--- src/rtl/branch_update_unit_pkg.sv ---
// Shared definitions for the branch update path: entry layout, PC step and the
// 2-bit saturating counter encodings also used by the predictor.
package branch_update_unit_pkg;

    localparam int          BR_ENTRY_W = 33;
    localparam logic [31:0] BR_PC_STEP = 32'd4;

    typedef enum logic [1:0] {
        BR_CTR_SNT = 2'b00,
        BR_CTR_WNT = 2'b01,
        BR_CTR_WT  = 2'b10,
        BR_CTR_ST  = 2'b11
    } br_ctr_e;

    typedef struct packed {
        logic [31:0] pc;
        logic        taken;
    } br_entry_t;

    function automatic logic [31:0] br_fallthrough(input logic [31:0] pc);
        return pc + BR_PC_STEP;
    endfunction

endpackage

--- src/rtl/branch_update_unit_sync_fifo.sv ---
// Small synchronous FIFO with a combinational head read and an occupancy count.
// The caller guarantees no push when full and no pop when empty.
module sync_fifo #(
    parameter int WIDTH     = 33,
    parameter int DEPTH_LOG = 2
) (
    input  logic                 clk,
    input  logic                 rst_n,
    input  logic                 push,
    input  logic                 pop,
    input  logic [WIDTH-1:0]     din,
    output logic [WIDTH-1:0]     dout,
    output logic [DEPTH_LOG:0]   count
);
    localparam int DEPTH = 1 << DEPTH_LOG;

    logic [WIDTH-1:0]     mem_q [DEPTH];
    logic [DEPTH_LOG-1:0] wr_ptr_q;
    logic [DEPTH_LOG-1:0] rd_ptr_q;
    logic [DEPTH_LOG:0]   count_q;

    always_ff @(posedge clk or negedge rst_n) begin
        if (!rst_n) begin
            wr_ptr_q <= '0;
            rd_ptr_q <= '0;
            count_q  <= '0;
        end else begin
            if (push) wr_ptr_q <= wr_ptr_q + 1'b1;
            if (pop)  rd_ptr_q <= rd_ptr_q + 1'b1;
            case ({push, pop})
                2'b10:   count_q <= count_q + 1'b1;
                2'b01:   count_q <= count_q - 1'b1;
                default: count_q <= count_q;
            endcase
        end
    end

    // Storage needs no reset: only entries covered by count are ever read.
    always_ff @(posedge clk) begin
        if (push) mem_q[wr_ptr_q] <= din;
    end

    assign dout  = mem_q[rd_ptr_q];
    assign count = count_q;

endmodule

--- src/rtl/branch_update_unit.sv ---
// Commit-side producer for the branch predictor update port plus mispredict redirect.
// Optional statistics counters are built only when BRANCH_STATS_EN is defined.
module branch_update_unit
    import branch_update_unit_pkg::*;
#(
    parameter int DEPTH_LOG = 2
) (
    input  logic        clk_in,
    input  logic        rst_n_in,
    input  logic        rdy_in,
    input  logic        commit_valid,
    output logic        commit_ready,
    input  logic [31:0] commit_PC,
    input  logic        commit_taken,
    input  logic        commit_pred,
    input  logic [31:0] commit_target,
    output logic        update_en,
    output logic [31:0] update_PC,
    output logic        update_result,
    output logic        mispredict_en,
    output logic [31:0] mispredict_PC,
    output logic [31:0] stat_branch_cnt,
    output logic [31:0] stat_miss_cnt
);
    localparam int                 DEPTH    = 1 << DEPTH_LOG;
    localparam logic [DEPTH_LOG:0] FULL_CNT = (DEPTH_LOG + 1)'(DEPTH);

    logic [DEPTH_LOG:0]  fifo_count;
    logic [BR_ENTRY_W-1:0] push_bits;
    logic [BR_ENTRY_W-1:0] head_bits;
    br_entry_t           head;
    logic                push;
    logic                pop;
    logic                miss;

    logic        update_en_q,     update_en_d;
    logic [31:0] update_pc_q,     update_pc_d;
    logic        update_result_q, update_result_d;
    logic        mis_en_q,        mis_en_d;
    logic [31:0] mis_pc_q,        mis_pc_d;

    assign commit_ready = rdy_in && (fifo_count != FULL_CNT);
    assign push         = commit_valid && commit_ready;
    assign pop          = rdy_in && (fifo_count != '0);
    assign miss         = commit_taken != commit_pred;
    assign push_bits    = {commit_PC, commit_taken};
    assign head         = head_bits;

    sync_fifo #(
        .WIDTH     (BR_ENTRY_W),
        .DEPTH_LOG (DEPTH_LOG)
    ) u_fifo (
        .clk   (clk_in),
        .rst_n (rst_n_in),
        .push  (push),
        .pop   (pop),
        .din   (push_bits),
        .dout  (head_bits),
        .count (fifo_count)
    );

    // While paused every register holds, including the strobes.
    always_comb begin
        update_en_d     = update_en_q;
        update_pc_d     = update_pc_q;
        update_result_d = update_result_q;
        mis_en_d        = mis_en_q;
        mis_pc_d        = mis_pc_q;
        if (rdy_in) begin
            update_en_d = pop;
            if (pop) begin
                update_pc_d     = head.pc;
                update_result_d = head.taken;
            end
            mis_en_d = push && miss;
            if (push && miss) begin
                mis_pc_d = commit_taken ? commit_target : br_fallthrough(commit_PC);
            end
        end
    end

    always_ff @(posedge clk_in or negedge rst_n_in) begin
        if (!rst_n_in) begin
            update_en_q     <= 1'b0;
            update_pc_q     <= '0;
            update_result_q <= 1'b0;
            mis_en_q        <= 1'b0;
            mis_pc_q        <= '0;
        end else begin
            update_en_q     <= update_en_d;
            update_pc_q     <= update_pc_d;
            update_result_q <= update_result_d;
            mis_en_q        <= mis_en_d;
            mis_pc_q        <= mis_pc_d;
        end
    end

    assign update_en     = update_en_q;
    assign update_PC     = update_pc_q;
    assign update_result = update_result_q;
    assign mispredict_en = mis_en_q;
    assign mispredict_PC = mis_pc_q;

`ifdef BRANCH_STATS_EN
    function automatic logic [31:0] sat_inc(input logic [31:0] v);
        return (v == 32'hFFFF_FFFF) ? v : v + 32'd1;
    endfunction

    logic [31:0] br_cnt_q,   br_cnt_d;
    logic [31:0] miss_cnt_q, miss_cnt_d;

    // push already implies rdy_in, so the counters freeze while paused.
    always_comb begin
        br_cnt_d   = br_cnt_q;
        miss_cnt_d = miss_cnt_q;
        if (push)         br_cnt_d   = sat_inc(br_cnt_q);
        if (push && miss) miss_cnt_d = sat_inc(miss_cnt_q);
    end

    always_ff @(posedge clk_in or negedge rst_n_in) begin
        if (!rst_n_in) begin
            br_cnt_q   <= '0;
            miss_cnt_q <= '0;
        end else begin
            br_cnt_q   <= br_cnt_d;
            miss_cnt_q <= miss_cnt_d;
        end
    end

    assign stat_branch_cnt = br_cnt_q;
    assign stat_miss_cnt   = miss_cnt_q;
`else
    assign stat_branch_cnt = 32'd0;
    assign stat_miss_cnt   = 32'd0;
`endif

endmodule
--- config.mk ---
export PLATFORM = sky130hd
export DESIGN_NAME = branch_update_unit
export DESIGN_NICKNAME = d
export VERILOG_FILES = /design/src/rtl/branch_update_unit_pkg.sv /design/src/rtl/branch_update_unit_sync_fifo.sv /design/src/rtl/branch_update_unit.sv
export SDC_FILE = /design/constraint.sdc
export NUM_CORES = 1
export LEC_CHECK = 0
export ABC_AREA = 1
export BUFFER_PORTS_ARGS = -buffer_cell sky130_fd_sc_hd__buf_2
export CAP_MARGIN = 15
export CORE_MARGIN = 5
export CORE_UTILIZATION = 35
export DETAILED_ROUTE_END_ITERATION = 16
export GPL_TIMING_DRIVEN = 1
export PLACE_DENSITY_LB_ADDON = 0.3
export SYNTH_ARGS = -nofsm -noshare
export SYNTH_HDL_FRONTEND = slang
export SYNTH_SLANG_ARGS = --single-unit
--- constraint.sdc ---
create_clock -name clk_in -period 3.8 [get_ports clk_in]
set_input_delay 0.57 -clock clk_in [delete_from_list [all_inputs] [get_ports clk_in]]
set_output_delay 0.57 -clock clk_in [all_outputs]
set_load 0.02 [all_outputs]
### After elaboration in Yosys (flattened, before gate mapping)

Memories as Yosys holds them, arrays and structs flattened. A register that Yosys moved wholly into a read port is not among the register bits.
Cells that the tools add are included.

| storage, ports and cells | value |
|---|---|
| output and inout port bits | 132 |
| memory bits (writable) | 132 |
| word-level logic and storage cells | 29 |
| flip-flop bits (word level) | 41 |
| memories | 1 |

Memory list:

| memory | words | width | read ports | clocked after memory_dff | wr ports | RTL line | text |
|---|---|---|---|---|---|---|---|
| u_fifo.mem_q | 4 | 33 | 1 | 1 | 1 | branch_update_unit_sync_fifo.sv:17 | `logic [WIDTH-1:0] mem_q [DEPTH];` |

| cells by class | value |
|---|---|
| muxes and demuxes | 4 |
| $add $sub $neg | 5 |
| reductions and logical operators | 9 |
| equal/unequal tests | 4 |

Operators with widths:

| cell | count |
|---|---|
| 32-bit by 3-bit adder with 32-bit output (second input constant) | 1 |
| 32-bit two-way mux | 1 |
| 3-bit case mux with 2 select lines | 1 |
| 2-bit by 1-bit adder with 2-bit output (second input constant) | 2 |
| 1-bit logical AND | 4 |
| 2-bit AND reduction | 2 |
| 3-bit by 1-bit adder with 3-bit output (second input constant) | 1 |
| 3-bit != test (second input constant) | 1 |
| 3-bit nonzero test | 1 |
| 3-bit by 1-bit subtractor with 3-bit output (second input constant) | 1 |
| 2-bit by 1-bit == test with 1-bit output (second input constant) | 1 |
| 2-bit == test (second input constant) | 1 |
| 1-bit two-way mux | 2 |
| 2-bit nonzero test | 1 |
| 1-bit logical NOT | 1 |
| 1-bit != test | 1 |

### Depth between registers and ports, before layout

| depth | value |
|---|---|
| word-level depth | 5 |
| gate-level depth with buffers | 10 |

### Cells and area by module

A second synthesis with hierarchy kept.

| second synthesis, totals | value |
|---|---|
| cell total of the unflattened synthesis | 1045 |
| area total of the unflattened synthesis | 10113.4 µm² |

By module, submodules not included:

| module | cells each | seq. area each (µm²) | area an instance (µm²) | instances |
|---|---|---|---|---|
| sync_fifo | 432 | 4139.0 | 5833.1 | 1 |
| branch_update_unit | 613 | 1676.6 | 4280.4 | 1 |

### Worst setup path before layout

Ideal clock, no wire load.

| path | value |
|---|---|
| path type | input to register |
| from | in rdy_in |
| to | mem u_fifo.mem_q[0][0] (enable) |
| setup time | 0.423 ns |
| required time | 3.377 ns |
| buffers on the path | 1 |
| stages on the path | 5 |
| arrival time | 2.655 ns |
| slack | 0.722 ns |
| path through | inv_1 > a31oi_4 > nand2_1 > buf_2 > nor2_1 |

| on the way | value |
|---|---|
| cells in the longest elaborated chain, start to end | 4 |

Ends and longest elaborated chain:

| item | RTL line | text |
|---|---|---|
| from (decl) | branch_update_unit.sv:10 | `input logic rdy_in,` |
| 1-bit logical AND | branch_update_unit.sv:42 | `assign commit_ready = rdy_in && (fifo_count != FULL_CNT);` |
| net commit_ready | branch_update_unit.sv:12 | `output logic commit_ready,` |
| 1-bit logical AND | branch_update_unit.sv:43 | `assign push = commit_valid && commit_ready;` |
| 1-bit two-way mux | branch_update_unit_sync_fifo.sv:40 | `if (push) mem_q[wr_ptr_q] <= din;` |
| 1-bit two-way mux (implied by the code) | branch_update_unit_sync_fifo.sv:40 |  |
| to (decl) | branch_update_unit_sync_fifo.sv:17 |  |

The timed path passes the listed nets, and every way through them passes these cells.

### Final worst setup path

| path | value |
|---|---|
| from | reg u_fifo.count_q[1] (netlist: u_fifo.count[1]) |
| to | reg mis_pc_q[30] (netlist: mispredict_PC[30]) |

| on the way | value |
|---|---|
| cells in the longest elaborated chain, start to end | 5 |

Ends and longest elaborated chain:

| item | RTL line | text |
|---|---|---|
| from (decl) | branch_update_unit_sync_fifo.sv:20 | `logic [DEPTH_LOG:0] count_q;` |
| from (signal assigned) | branch_update_unit_sync_fifo.sv:31 | `2'b10: count_q <= count_q + 1'b1;` |
| from (signal assigned) | branch_update_unit_sync_fifo.sv:32 | `2'b01: count_q <= count_q - 1'b1;` |
| from (signal assigned) | branch_update_unit_sync_fifo.sv:33 | `default: count_q <= count_q;` |
| 3-bit != test | branch_update_unit.sv:42 |  |
| 1-bit logical AND | branch_update_unit.sv:42 |  |
| 1-bit logical AND | branch_update_unit.sv:43 |  |
| 1-bit logical AND | branch_update_unit.sv:76 | `if (push && miss) begin` |
| 2-bit AND reduction (no line) | n/a |  |
| to (signal assigned) | branch_update_unit.sv:94 | `mis_pc_q <= mis_pc_d;` |
| to (decl) | branch_update_unit.sv:40 | `logic [31:0] mis_pc_q, mis_pc_d;` |

No other way between the ends.
A chain may end at the register's enable or synchronous reset.

==> flow_summary.json <==
{
  "firstDrtPassIters": 5,
  "core_um2": 26900,
  "ctsHoldBuffers": 0,
  "r2r_setup_slack_ns": 1.49,
  "timing.max_cap.violations": 0,
  "powerDensity_nw_per_um2": 701,
  "grt_max_degree": 70,
  "nNetsFinal": 1176,
  "post_cts_buffers": 0,
  "skew_ns": 0.00876,
  "drv_slew": 0,
  "pwr-share-seq_pct": 41.5,
  "antenna_found_initial": 1,
  "slowest_stage": "nor2_4",
  "p_int_mw": 4.83,
  "worst_pin_slew_ns": 0.975,
  "crit_arrival_ns": 2.68,
  "status": "complete, no violations",
  "dpl.cell_count": 1417,
  "critPathMaxFanout": 33,
  "synth_compound_area_share_pct": 7.48,
  "start_util_pct": 35.4,
  "cts.path.max_buffers": 3,
  "cts_max_level": 1,
  "cp_common_cell": "nand2_1",
  "cts_made_buffers": 21,
  "power_frac_clock_pct": 25.0,
  "grt.total_usage_pct": 14.9,
  "synth_area_leaders": "edfxtp_1, dfrtp_1, nor2_1",
  "synthMuxAreaShare_pct": 0,
  "syn_area_um2": 9510,
  "crit-reg2reg-launch": "u_fifo.count[1]$_DFFE_PN0P_",
  "slowest_delay_ns": 0.41,
  "rr_worst_depth": 8,
  "avgSynthCellArea_um2": 9.79,
  "synth-seq-area-share_pct": 61.2,
  "max-slew-margin-rel_pct": 34.9,
  "instances_no_fill": 1454,
  "combPwrFrac_pct": 33.6,
  "synth_cell_type_count": 35,
  "portBuffers": 137,
  "synth_top_family_by_area": "simple AND/OR/NAND/NOR gates",
  "p_leak_nw": 4.55,
  "timing.setup.tns_ns": 0,
  "hold_violations": 0,
  "cts_tree": "yes",
  "switching_share_pct": 37.0,
  "rows": 60,
  "ys.warnings.count": 0,
  "wire_per_inst_um": 16.2,
  "cts.repair.resized": 0,
  "ant_nets": 0,
  "synth-simple-area-share_pct": 20.3,
  "startpoint": "u_fifo.count[1]$_DFFE_PN0P_",
  "routed_wl_um": 23500,
  "grt_pass1_wl_um": 36800,
  "synth_edf_count": 132,
  "worstPathRequired_ns": 4.17,
  "syn_to_final_growth_pct": 15.0,
  "grt_pass1_vias": 6548,
  "fin_crit_sh_pct": 60.7,
  "async_reset_ff_share_pct": 35.9,
  "die_area_um2": 30600,
  "clock.fmax_mhz": 434,
  "max-vdd-ir-drop_uv": 365,
  "setup_violations": 0,
  "hold_class": "in -> async",
  "synth_cells": 971,
  "worst_setup_path_end_kind": "flop",
  "die_x_um": 175,
  "drtIter0Drc": 368,
  "synth_common_cells": "nor2_1, nand2_1, edfxtp_1",
  "place_congestion": 0.780,
  "via_per_inst": 4.63,
  "fin_crit_ns": 2.31,
  "path_clk_slew_ns": 0.06,
  "synth_xor_area_share_pct": 1.00,
  "cts.sinks": 206,
  "synth_ff_type": "edfxtp_1",
  "drc": 0,
  "via_count": 6739,
  "gr-total-overflow": 0,
  "post_route_cells_drive_above_1_share_pct": 18.8,
  "synth-seq-cells": 206,
  "clock_latency_ns": 0.48,
  "critPathLaunchType": "flop",
  "clockRootBuffer": "clkbuf_16",
  "netlist.area_leader.share_pct": 41.7,
  "switching_power_mw": 2.83,
  "synth_fa_ha_area_share_pct": 1.00,
  "yosysMostFrequentCell": "nor2_1",
  "rsz0062_at_grt": "no",
  "io_pins": 202,
  "postPlaceCellArea_um2": 10300,
  "path_cells": "inv_1 > a31oi_4 > nand2_1 > buf_4 > nor2_4 > inv_2 > nand2_1 > nand2_1",
  "final_area_um2": 10900,
  "place_hpwl_um": 15700,
  "die_h_um": 175,
  "yosysTopAreaCell": "edfxtp_1",
  "worst-setup-path-type": "reg -> reg",
  "diodes": 0,
  "r2r-end": "mispredict_PC[30]$_DFFE_PN0P_"
}
[per-layer routing]
| metal | routed length [um] | part of all wire (%) | GRT usage [%] | vias to the layer above |
|---|---|---|---|---|
| met5 | 7 | 0.030 | 0 | - |
| met4 | 257 | 1.1 | 2.98 | 2 |
| met3 | 1440 | 6.1 | 2.47 | 22 |
| met2 | 10900 | 47 | 23.8 | 220 |
| met1 | 10800 | 46 | 21.7 | 3140 |
| li1 | - | - | - | 3355 |
[flip-flops by register name, summed over array words and instances, names as in the netlist]
register         cells
mispredict_en        1
u_fifo.wr_ptr_q      2
update_result        1
update_en            1
mispredict_PC       32
u_fifo.rd_ptr_q      2
u_fifo.count         3
u_fifo.mem_q       132
update_PC           32
[through the flow]
step / utilization [%] / hold WS [ns] / setup slack, ns / power [mW]
5_1_grt: 40.7 / 0.244 / 1.25 / 8.19
2_1_floorplan: - / 0.274 / 0.722 / 4.98
4_1_cts: 40.7 / 0.224 / 1.45 / 7.78
3_3_place_gp: 38.3 / 0.462 / 1.24 / 5.80
6_report: 40.7 / 0.189 / 1.49 / 7.66
3_5_place_dp: 38.3 / 0.460 / 1.14 / 5.85
[worst max-delay path: cells and delay by family (launching register included)]
kind            cells  cell delay [ns]
simple gates        4             0.85
buf+inv             3             0.79
flops               1             0.34
compound gates      1             0.18
[cell families after synthesis]
| logic type | Yosys count |
|---|---|
| buffers and inverters | 153 |
| flip-flops | 206 |
| other | 1 |
| AND/OR/NAND/NOR | 472 |
| AO/OA/AOI/OAI | 122 |
| XOR/XNOR | 10 |
| adder cells (fa/ha/maj) | 7 |
[how the worst max path moves through the flow]
| stage | end | slack [ns] | cells after the start |
|---|---|---|---|
| after global placement | mispredict_PC[10]$_DFFE_PN0P_ | 1.24 | 9 |
| after CTS | mispredict_PC[5]$_DFFE_PN0P_ | 1.45 | 8 |
| after detailed placement | mispredict_PC[5]$_DFFE_PN0P_ | 1.14 | 9 |
| after floorplan | u_fifo.mem_q[0][0]$_DFFE_PP_ | 0.72 | 5 |
| after global routing | mispredict_PC[17]$_DFFE_PN0P_ | 1.25 | 8 |
| final | mispredict_PC[30]$_DFFE_PN0P_ | 1.49 | 8 |
[cells in the final DEF (no fill, tap or decap), types with 6 or more instances in the layout]
master	instances
nand2_1	170
nor3_1	13
nor2_2	8
a31oi_1	33
ha_1	6
clkbuf_16	21
dfrtp_1	73
or2_2	13
o211ai_1	9
edfxtp_1	132
clkbuf_1	9
buf_2	136
nor2_1	211
xor2_1	7
conb_1	64
buf_4	12
nand3_1	49
inv_1	42
o21ai_0	73
[final cells by class]
type	instances	area [um2]
clock buffer	31	573
clock inverter	6	56.3
fill	2654	15900
inverter	46	173
multi-input combinational	675	3090
sequential	206	5820
tap	341	427
timing repair buffer	149	791
[power groups by stage]
stage | Combinational (mW) | Clock [mW] | Sequential [mW]
after floorplan | 1.38 | 0 | 3.60
after global placement | 2.58 | 0 | 3.22
after detailed placement | 2.63 | 0 | 3.22
after CTS | 2.63 | 1.96 | 3.19
after global routing | 2.88 | 2.07 | 3.24
final | 2.57 | 1.91 | 3.18
No activity file was read; power rests on OpenSTA's default activity.
